<file path="src/rtl/zero_det_scheduler.sv">
// zero_det_scheduler: round-robin sharing of one serial zero detector; ZERO_DET_SCHED_FIRST_HIT_EN adds o_first_hit/o_has_hit.
module zero_det_scheduler #(
    parameter int N_REQ   = 4,
    parameter int FRAME_W = 8,
    parameter int CNT_W   = 4,
    parameter int ID_W    = 2
) (
    input  logic                     i_clock,
    input  logic                     i_reset,
    input  logic [N_REQ-1:0]         i_req,
    input  logic [N_REQ*FRAME_W-1:0] i_frame_data,
    output logic [N_REQ-1:0]         o_grant,
    output logic                     o_busy,
    output logic                     o_det_reset,
    output logic                     o_det_x,
    input  logic                     i_det_y,
    output logic                     o_done,
    output logic [ID_W-1:0]          o_done_id,
    output logic [CNT_W-1:0]         o_hit_count
`ifdef ZERO_DET_SCHED_FIRST_HIT_EN
    ,
    output logic [$clog2(FRAME_W):0] o_first_hit,
    output logic                     o_has_hit
`endif
);
    localparam int BIT_W = $clog2(FRAME_W) + 1;

    if (2**CNT_W <= FRAME_W || 2**ID_W < N_REQ || N_REQ < 2 || N_REQ > 8) begin : g_param_check
        $error("zero_det_scheduler: illegal parameter combination");
    end

    typedef enum logic [1:0] {IDLE, FLUSH, SHIFT, REPORT} state_t;

    state_t             r_state;
    logic [ID_W-1:0]    r_ptr, r_id, r_done_id;
    logic [N_REQ-1:0]   r_grant;
    logic [FRAME_W-1:0] r_shift;
    logic [CNT_W-1:0]   r_cnt, r_hit_count;
    logic [BIT_W-1:0]   r_bit;
    logic               r_done;
    logic               w_any;
    logic [ID_W-1:0]    w_win;
`ifdef ZERO_DET_SCHED_FIRST_HIT_EN
    logic [BIT_W-1:0]   r_fh, r_first_hit;
    logic               r_fh_seen, r_has_hit;
`endif

    // Scan downward so the nearest set index after the pointer overwrites the rest.
    always_comb begin
        w_any = 1'b0;
        w_win = '0;
        for (int k = N_REQ; k >= 1; k--) begin
            if (i_req[(int'(r_ptr) + k) % N_REQ]) begin
                w_any = 1'b1;
                w_win = ID_W'((int'(r_ptr) + k) % N_REQ);
            end
        end
    end

    always_ff @(posedge i_clock or negedge i_reset) begin
        if (!i_reset) begin
            r_state     <= IDLE;
            r_ptr       <= ID_W'(N_REQ - 1);
            r_id        <= '0;
            r_grant     <= '0;
            r_shift     <= '0;
            r_cnt       <= '0;
            r_bit       <= '0;
            r_done      <= 1'b0;
            r_done_id   <= '0;
            r_hit_count <= '0;
`ifdef ZERO_DET_SCHED_FIRST_HIT_EN
            r_fh        <= '0;
            r_fh_seen   <= 1'b0;
            r_first_hit <= '0;
            r_has_hit   <= 1'b0;
`endif
        end else begin
            r_done <= 1'b0;
            case (r_state)
                IDLE: if (w_any) begin
                    r_state   <= FLUSH;
                    r_id      <= w_win;
                    r_grant   <= N_REQ'(1) << w_win;
                    r_shift   <= i_frame_data[int'(w_win)*FRAME_W +: FRAME_W];
                    r_cnt     <= '0;
                    r_bit     <= '0;
`ifdef ZERO_DET_SCHED_FIRST_HIT_EN
                    r_fh      <= '0;
                    r_fh_seen <= 1'b0;
`endif
                end
                FLUSH: r_state <= SHIFT;
                SHIFT: begin
                    r_cnt   <= r_cnt + CNT_W'(i_det_y);
                    r_shift <= r_shift << 1;
                    r_bit   <= r_bit + BIT_W'(1);
`ifdef ZERO_DET_SCHED_FIRST_HIT_EN
                    if (i_det_y && !r_fh_seen) begin
                        r_fh_seen <= 1'b1;
                        r_fh      <= r_bit;
                    end
`endif
                    if (r_bit == BIT_W'(FRAME_W - 1)) begin
                        r_state     <= REPORT;
                        r_done      <= 1'b1;
                        r_done_id   <= r_id;
                        r_hit_count <= r_cnt + CNT_W'(i_det_y);
`ifdef ZERO_DET_SCHED_FIRST_HIT_EN
                        r_has_hit   <= r_fh_seen | i_det_y;
                        r_first_hit <= r_fh_seen ? r_fh : (i_det_y ? r_bit : '0);
`endif
                    end
                end
                REPORT: begin
                    r_state <= IDLE;
                    r_ptr   <= r_id;
                    r_grant <= '0;
                end
                default: r_state <= IDLE;
            endcase
        end
    end

    assign o_grant     = r_grant;
    assign o_busy      = r_state != IDLE;
    assign o_det_reset = i_reset & (r_state != FLUSH);
    assign o_det_x     = (r_state == SHIFT) & r_shift[FRAME_W-1];
    assign o_done      = r_done;
    assign o_done_id   = r_done_id;
    assign o_hit_count = r_hit_count;
`ifdef ZERO_DET_SCHED_FIRST_HIT_EN
    assign o_first_hit = r_first_hit;
    assign o_has_hit   = r_has_hit;
`endif
endmodule

</file>
<file path="config.mk">
export PLATFORM = sky130hd
export DESIGN_NAME = zero_det_scheduler
export DESIGN_NICKNAME = d
export VERILOG_FILES = /design/src/rtl/zero_det_scheduler.sv
export SDC_FILE = /design/constraint.sdc
export NUM_CORES = 1
export LEC_CHECK = 0
export ABC_CLOCK_PERIOD_IN_PS = 3950
export BUFFER_PORTS_ARGS = -buffer_cell sky130_fd_sc_hd__buf_2
export CORE_MARGIN = 4
export CORE_UTILIZATION = 57
export DETAILED_ROUTE_END_ITERATION = 10
export PLACE_DENSITY = 0.85
export SYNTH_ARGS = -nofsm -noshare
export SYNTH_HDL_FRONTEND = slang
export SYNTH_SLANG_ARGS = --single-unit
</file>
<file path="constraint.sdc">
create_clock -name i_clock -period 3.95 [get_ports i_clock]
set_clock_uncertainty 0.2 [all_clocks]
set_input_delay 0.1975 -clock i_clock [delete_from_list [all_inputs] [get_ports i_clock]]
set_output_delay 0.1975 -clock i_clock [all_outputs]
set_load 0.01 [all_outputs]
</file>
==> results.md, run 1 <==
* CP max-delay cell: ha_1
* Reg power frac at 37.2%
* Placement row count at 21
* Hold Path Cell Cnt at 4
* Largest family of logic cells by synthesized area: compound AO/OA/AOI/OAI gates
* Nets@finish at 313
* Crit path kind: flip-flop to flip-flop
* Post-Synth Simple-Gate Area at 12.9%
* Net Count, Synth at 263
* Pins Over Slew Limit at 0
* Fmax at 376 MHz
* Leak at 0.00115 uW
* Reg2Reg Setup Slack at 1290 ps
* # DRC at 0
* FF+latch count, synth at 33
* Min-delay src: i_det_y
* Worst Hold Class: primary input to flip-flop
* Hold Crit Endpoint: o_hit_count[0]$_DFFE_PN0P_
* Adder-cell share of the synthesized area at 4.93%
* Setup TNS at 0 ps
* Relative slew slack at 38.8%
* DRT antenna net count at 0
* Cells after Synth at 216
* Period utilization at 67.4%
* TritonCTS clock tree: built
* Syn avg cell area at 9.40 um^2
* Clock latency on the worst-skew pair at 330 ps
* Die X at 67.7 um
* Compound-Gate Fraction of Synth Area at 24.3%
* Die height at 67.7 um
* Mux contribution to synthesized area at 8.32%
* Via Count at 1,809
* Die area at 4580 um^2
* GRT Residual Overflow at 0
* Reg-to-Reg End: r_shift[1]$_DFFE_PN0P_
* Critical path's top delay family: adder cells
* Switching part of the total at 42.3%
* Clock power frac at 12.0%
* MaxCap Viol Count at 0
* Fillers at 265
* Largest area contributor in the netlist: dfrtp_1
* Status: completed
* First-pass GRT wire length at 7.56 mm
* CP bufs+invs at 2
* Transition time of the tightest slew-check pin at 917 ps
* Clk sinks at 33
* Detailed-route wire length per cell at 14.8 um
* Critical Path AT at 2650 ps
* Initial antenna violation count at 0
* Largest net degree at the start of global routing at 35
* Clk buf depth at 2
* Post-CTS setup buffers at 0
* Synth cell types at 46
* Num ports at 53
* Port bufs at 52
* Initial Util at 59.9%
* Critical path startpoint category: flip-flop
* Synth top area share at 38.2%
* Worst path required time at 3940 ps
* Reg2reg start: r_state[0]$_DFFE_PN0P_
* RePlAce Congestion at 0.885
* Internal power at 934 uW
* Synth top area cells: dfrtp_1 (38%), mux2i_1 (5.9%), nand2_1 (5.7%)
* Post-synth EDFFs at 0
* Area Growth Syn to Fin at 15.2%
* Number of vias per cell at 5.80
* Sequential area share after synthesis at 40.8%
* WHS at 11.8 ps
* Fin. Hold Viols at 0
* CP max stage delay at 770 ps
* Combinational Power Share at 50.9%
* Worst VDD drop at 0.445 mV
* Root Driver: clkbuf_4
* Top_reg_cell synth: dfrtp_1
* Most frequent cells after synthesis: dfrtp_1 (31), nand2_1 (31), inv_1 (19), o21ai_0 (19), a21oi_1 (15)
* Total GRT Usage at 22.1%
* Async set-reset flop share out of synthesis at 100%
* Xor and xnor fraction of the mapped netlist area at 0.863%
* Antenna cell count at 0
* Layout cell share with drive strength beyond 1 at 28.6%
* Clock H-tree levels at 2
* Post-route insts no fill at 312
* Cell Area, Synth at 2030 um^2
* Pwr/cell area at 692 nW/um^2
* Initial DRC Count at 161
* Post-Route WL at 4.63 mm
* Worst slack, placed at 1360 ps
* Clock-pin slew on the worst setup and hold paths at 100 ps
* Yosys warnings at 0
* Register area at 828 um^2
* Tmin final at 2660 ps
* Cells on worst reg2reg path at 6
* TritonRoute pass-1 iters at 4
* Vias in the first global route at 1,653
* Detailed Place HPWL at 3.50 mm
* Crit Path Max Fanout at 25
* Crit path cell chain: inv_1 -> ha_1 -> o21ai_1 -> buf_4 -> a21oi_1 -> o31ai_2
* RSZ-0062 raised after global routing: no
* Sw Pwr at 684 uW
* Inserted Clock Buffers at 5
* Core Util, Final at 69.0%
* Placed Instances at 304
* Setup crit end kind: flip-flop
* Multi-input logic area at 1040 um^2
* Setup ws final at 1290 ps
* Core area at 3390 um^2
* Final setup vio count at 0
worst min-delay path, delay by kind of cell:
kind / cells / cell delay, ps
and+or+nand+nor: 2 / 100
buffers and inverters: 1 / 80
adders and majority gates: 1 / 140
power groups by stage:
stage	logic [uW]	clock network [uW]	registers, uW
floorplan	650	0	576
global placement	797	0	600
detailed placement	825	0	602
CTS	824	194	599
global route	921	211	618
finish	823	194	601
cell type report:
type | count | share of cell area (%)
multi-input cells | 152 | 44.5
flip-flops and latches | 33 | 35.4
repair buffers | 55 | 12.2
inverters | 19 | 3.05
well taps | 46 | 2.46
clock buffers | 7 | 2.35
cells by family after synthesis:
group | after synthesis
xor+xnor | 2
fa+ha+maj | 8
compound gates | 70
buf+inv | 31
simple gates | 56
flops | 33
mux | 16
cells in the final DEF (no fill, tap or decap), types with 4 or more instances in the layout:
| cell | n |
|---|---|
| a22o_1 | 7 |
| clkbuf_4 | 5 |
| a21oi_1 | 15 |
| o221ai_1 | 5 |
| nor2_1 | 4 |
| nand2_1 | 31 |
| buf_2 | 52 |
| ha_1 | 8 |
| inv_1 | 19 |
| mux2i_1 | 12 |
| nand3_1 | 5 |
| o21ai_0 | 19 |
| dfrtp_1 | 31 |
worst max path at each step:
stage                                      start                     end  slack [ps]  cells past startpoint
after detailed placement  r_state[0]$_DFFE_PN0P_  r_shift[1]$_DFFE_PN0P_        1360                      6
after floorplan             r_ptr[1]$_DFFE_PN1P_  r_shift[5]$_DFFE_PN0P_        1890                      7
after global placement    r_state[0]$_DFFE_PN0P_  r_shift[1]$_DFFE_PN0P_        1490                      6
final                     r_state[0]$_DFFE_PN0P_  r_shift[1]$_DFFE_PN0P_        1290                      6
after global routing      r_state[0]$_DFFE_PN0P_  r_shift[1]$_DFFE_PN0P_        1070                      6
after CTS                 r_state[0]$_DFFE_PN0P_  r_shift[1]$_DFFE_PN0P_        1340                      6
state kept, by name, summed over array words and instances, names as in the netlist:
name,cells
o_done,1
r_id,2
r_bit,4
r_state,2
o_done_id,2
r_cnt,4
o_grant,4
r_shift,8
r_ptr,2
o_hit_count,4
metrics by stage:
step	area, um^2	power (uW)
2_1_floorplan	2030	1230
4_1_cts	2340	1620
3_3_place_gp	2270	1400
6_report	2340	1620
5_1_grt	2340	1750
3_5_place_dp	2270	1430
what timing repair did:
item	4_1_cts	5_1_grt
gates resized for setup	0	0
endpoints found under the hold margin	31	0
hold buffers	1	0
layer usage:
layer  track usage [%]  up-vias  share of wire [%]
met5                 0        -                  0
li1                  -      874                  -
met4              7.09        0                2.1
met2              33.9       75                 47
met3              7.32       10                8.1
met1              29.2      850                 42
Power figures use the tool's default switching activity.
==> inputs of run 2 (changes only) <==
==> config.mk (replaced) <==
export PLATFORM = sky130hd
export DESIGN_NAME = zero_det_scheduler
export DESIGN_NICKNAME = d
export VERILOG_FILES = /design/src/rtl/zero_det_scheduler.sv
export SDC_FILE = /design/constraint.sdc
export NUM_CORES = 1
export LEC_CHECK = 0
export ABC_AREA = 1
export ABC_CLOCK_PERIOD_IN_PS = 2230
export BUFFER_PORTS_ARGS = -buffer_cell sky130_fd_sc_hd__buf_2
export CORE_MARGIN = 4
export CORE_UTILIZATION = 48
export DETAILED_ROUTE_END_ITERATION = 10
export PLACE_DENSITY = 0.76
export SYNTH_ARGS = -nofsm -noshare
export SYNTH_HDL_FRONTEND = slang
export SYNTH_SLANG_ARGS = --single-unit
==> constraint.sdc (replaced) <==
create_clock -name i_clock -period 2.23 [get_ports i_clock]
set_clock_uncertainty 0.2 [all_clocks]
set_input_delay 0.1115 -clock i_clock [delete_from_list [all_inputs] [get_ports i_clock]]
set_output_delay 0.1115 -clock i_clock [all_outputs]
set_load 0.01 [all_outputs]
==> run 2 against run 1 <==
Cell area increased by 27%. The run now ends with hold timing left. Non-clock buffer count increased by 26. Highest routed layer unchanged. Worst setup slack got worse by 1300 ps.
==> results.md, run 2 <==
* Net Count, Synth at 331 (+26%)
* Reg power frac at 21.5% (-16 points)
* Sw Pwr at 2410 uW (+250%)
* TritonCTS clock tree: built
* Antenna cell count at 0 (unchanged)
* Nets@finish at 413 (+32%)
* Cells on worst reg2reg path at 14 (+8)
* Die X at 75.1 um (+11%)
* Most common cell in the netlist: nand2_1
* Combinational Power Share at 66.9% (+16 points)
* Number of vias per cell at 5.11 (-12%)
* Area Growth Syn to Fin at 36.9%
* Clk sinks at 33 (unchanged)
* Synth top area share at 35.9% (-2.3 points)
* Core area at 4350 um^2 (+28%)
* Vias in the first global route at 1,961 (+19%)
* Via Count at 2,143 (+18%)
* Top_reg_cell synth: dfrtp_1
* Largest net degree at the start of global routing at 19 (-46%)
* Setup crit end kind: flip-flop
* Largest area contributor in the netlist: dfrtp_1
* Cells after Synth at 284 (+31%)
* Inserted Clock Buffers at 5 (unchanged)
* Post-synth EDFFs at 0 (unchanged)
* Reg2reg start: r_ptr[1]$_DFFE_PN1P_
* Reg2Reg Setup Slack at 20 ps (-1260 ps)
* Sequential area share after synthesis at 38.3% (-2.5 points)
* WHS at -0.625 ps (-12.4 ps)
* Worst VDD drop at 0.717 mV (+61%)
* Internal power at 2500 uW (+170%)
* Fin. Hold Viols at 1 (+1)
* Area after DPL at 2470 um^2 (+8.8%)
* Num ports at 53 (unchanged)
* Post-Route WL at 5.71 mm (+24%)
* Worst Hold Class: primary input to flip-flop
* Pins Over Slew Limit at 0 (unchanged)
* FF+latch count, synth at 33 (unchanged)
* First-pass GRT wire length at 8.49 mm (+12%)
* Leak at 0.00160 uW (+39%)
* Initial antenna violation count at 0 (unchanged)
* Number of flip-flops in the largest register at 8 (unchanged)
* Placement row count at 24 (+14%)
* Status: complete, but fails checks
* Initial Util at 49.7% (-10 points)
* Commonest non-fill, non-tap cell in the layout: nand2_1
* Setup TNS at 0 ps (unchanged)
* Critical path startpoint category: flip-flop
* Synth top area cells: dfrtp_1 (36%), nand2_1 (16%), nand3_1 (7.9%)
* Largest register by flop count: r_shift
* Tmin final at 2210 ps (-455 ps)
* Syn avg cell area at 7.61 um^2 (-19%)
* Most frequent cells after synthesis: nand2_1 (90), nand3_1 (34), dfrtp_1 (31)
* Die height at 75.1 um (+11%)
* Switching part of the total at 49.1% (+6.9 points)
* Most frequent cells in the layout: nand2_1 (85), buf_2 (52), nand3_1 (32)
* Final setup vio count at 0 (unchanged)
* Clock H-tree levels at 2 (unchanged)
* Cell Area, Synth at 2160 um^2 (+6.5%)
* Detailed Place HPWL at 3.87 mm (+11%)
* RSZ-0062 raised after global routing: yes
* Period utilization at 98.9% (+32 points)
* Layout cell share with drive strength beyond 1 at 33.2% (+4.7 points)
* Crit path kind: flip-flop to flip-flop
* Synth cell types at 31 (-33%)
* DRT antenna net count at 0 (unchanged)
* Min-delay src: i_frame_data[4]
* Port bufs at 52 (unchanged)
* Clock power frac at 11.6% (-0.4 points)
* TritonRoute pass-1 iters at 4 (unchanged)
* GRT Residual Overflow at 0 (unchanged)
* RePlAce Congestion at 0.783 (-11%)
* Root Driver: clkbuf_8
* Total GRT Usage at 19.8% (-2.2 points)
* Clock latency on the worst-skew pair at 280 ps (-50 ps)
* Clock-pin slew on the worst setup and hold paths at 70 ps (-30 ps)
* Reg-to-Reg End: r_shift[7]$_DFFE_PN0P_
* Die area at 5640 um^2 (+23%)
* Fmax at 453 MHz (+21%)
* Detailed-route wire length per cell at 13.6 um (-8.0%)
* MaxCap Viol Count at 0 (unchanged)
* Final instance area at 2960 um^2 (+27%)
* Crit Path Max Fanout at 8 (-68%)
* Relative slew slack at 75.0% (+36 points)
* Initial DRC Count at 114 (-29%)
* Violated checks: hold timing
* Clk buf depth at 2 (unchanged)
* Hold Path Cell Cnt at 5 (+1)
* # DRC at 0 (unchanged)
* Async set-reset flop share out of synthesis at 100% (unchanged)
* Worst path required time at 2260 ps (-1680 ps)
* Hold Crit Endpoint: r_shift[4]$_DFFE_PN0P_
* Transition time of the tightest slew-check pin at 376 ps (-542 ps)
* Yosys warnings at 0 (unchanged)
* Critical Path AT at 2240 ps (-410 ps)
* Pwr/cell area at 1660 nW/um^2 (+140%)
-- run 2: changes by cell type in the layout (fill, tap and decap cells not counted), sizes merged, moves of 7 or more --
| cell | change |
|---|---|
| a21oi | -12 |
| a22o | -7 |
| buf | +12 |
| dlygate4sd3 | +14 |
| inv | +11 |
| mux2i | -12 |
| nand2 | +84 |
| nand3 | +32 |
| nor2 | +9 |
-- run 2: layout make-up --
class | instances | area, um^2
Fill cell | 351 | 1390
Timing Repair Buffer | 81 | 532
Clock inverter | 1 | 30.0
Clock buffer | 7 | 86.3
Tap cell | 52 | 65.1
Inverter | 30 | 130
Sequential cell | 33 | 828
Multi-Input combinational cell | 215 | 1290
-- run 2: power by group through the flow --
stage | sequential [uW] | combinational (uW) | clock, uW
final | 1050 | 3290 | 572
after global routing | 1080 | 3630 | 610
after CTS | 1040 | 2760 | 584
after detailed placement | 1050 | 2680 | 0
after global placement | 1050 | 2610 | 0
after floorplan | 1030 | 2140 | 0
-- run 2: worst max path at each step --
| stage | startpoint | slack [ps] | to | cells after the start |
|---|---|---|---|---|
| 2_1_floorplan | r_ptr[0]$_DFFE_PN1P_ | 260 | r_shift[2]$_DFFE_PN0P_ | 15 |
| 3_3_place_gp | r_ptr[0]$_DFFE_PN1P_ | -3 | r_shift[6]$_DFFE_PN0P_ | 13 |
| 5_1_grt | r_ptr[0]$_DFFE_PN1P_ | -80 | r_shift[1]$_DFFE_PN0P_ | 14 |
| 4_1_cts | r_ptr[0]$_DFFE_PN1P_ | 1 | r_shift[6]$_DFFE_PN0P_ | 13 |
| 3_5_place_dp | r_ptr[0]$_DFFE_PN1P_ | -30 | r_shift[6]$_DFFE_PN0P_ | 13 |
| 6_report | r_ptr[1]$_DFFE_PN1P_ | 20 | r_shift[7]$_DFFE_PN0P_ | 14 |
-- run 2: worst max-delay path: stages, from the launching register on --
cell	delay [ps]
dfstp_2	590
inv_2	100
nand2_1	120
nand2_4	80
nand2_4	90
nand2_4	70
nand2_4	90
nand2_4	80
nand2_8	100
nand2_8	80
nor2_4	230
nand2_1	100
nand2_1	80
o21bai_1	70
nand2_1	60
-- run 2: cells by family after synthesis --
kind of cell | Yosys count | synth area share, %
AO/OA/AOI/OAI | 35 | 10.0
XOR/XNOR | 3 | 1.22
adder cells (fa/ha/maj) | 8 | 4.63
buffers and inverters | 37 | 8.91
flip-flops | 33 | 38.3
AND/OR/NAND/NOR | 168 | 36.9
-- run 2: layer usage --
metal / wire (um) / GRT usage (%)
met3: 410 / 4.67
met5: 0 / 0
met2: 2760 / 33.0
met4: 138 / 7.31
met1: 2410 / 25.1
-- run 2: timing repair --
action | 4_1_cts | 5_1_grt
setup buffers | 1 | 6
hold endpoints to repair | 39 | 0
hold buffers | 15 | 0
cloned | 0 | 1
gates resized for setup | 1 | 30
pin swaps | 0 | 17
endpoints found under the setup margin | 3 | 10
-- run 2: metrics by stage --
step	std cells	utilization, %	hold slack [ps]	setup slack [ps]	power [uW]
3_5_place_dp	388	56.8	-147	-30.6	3730
5_1_grt	419	68.0	26.5	-78.9	5320
3_3_place_gp	388	56.8	-153	-2.82	3660
4_1_cts	412	63.3	0.0543	1.14	4380
2_1_floorplan	284	-	-384	259	3160
6_report	419	68.0	-0.625	24.8	4910
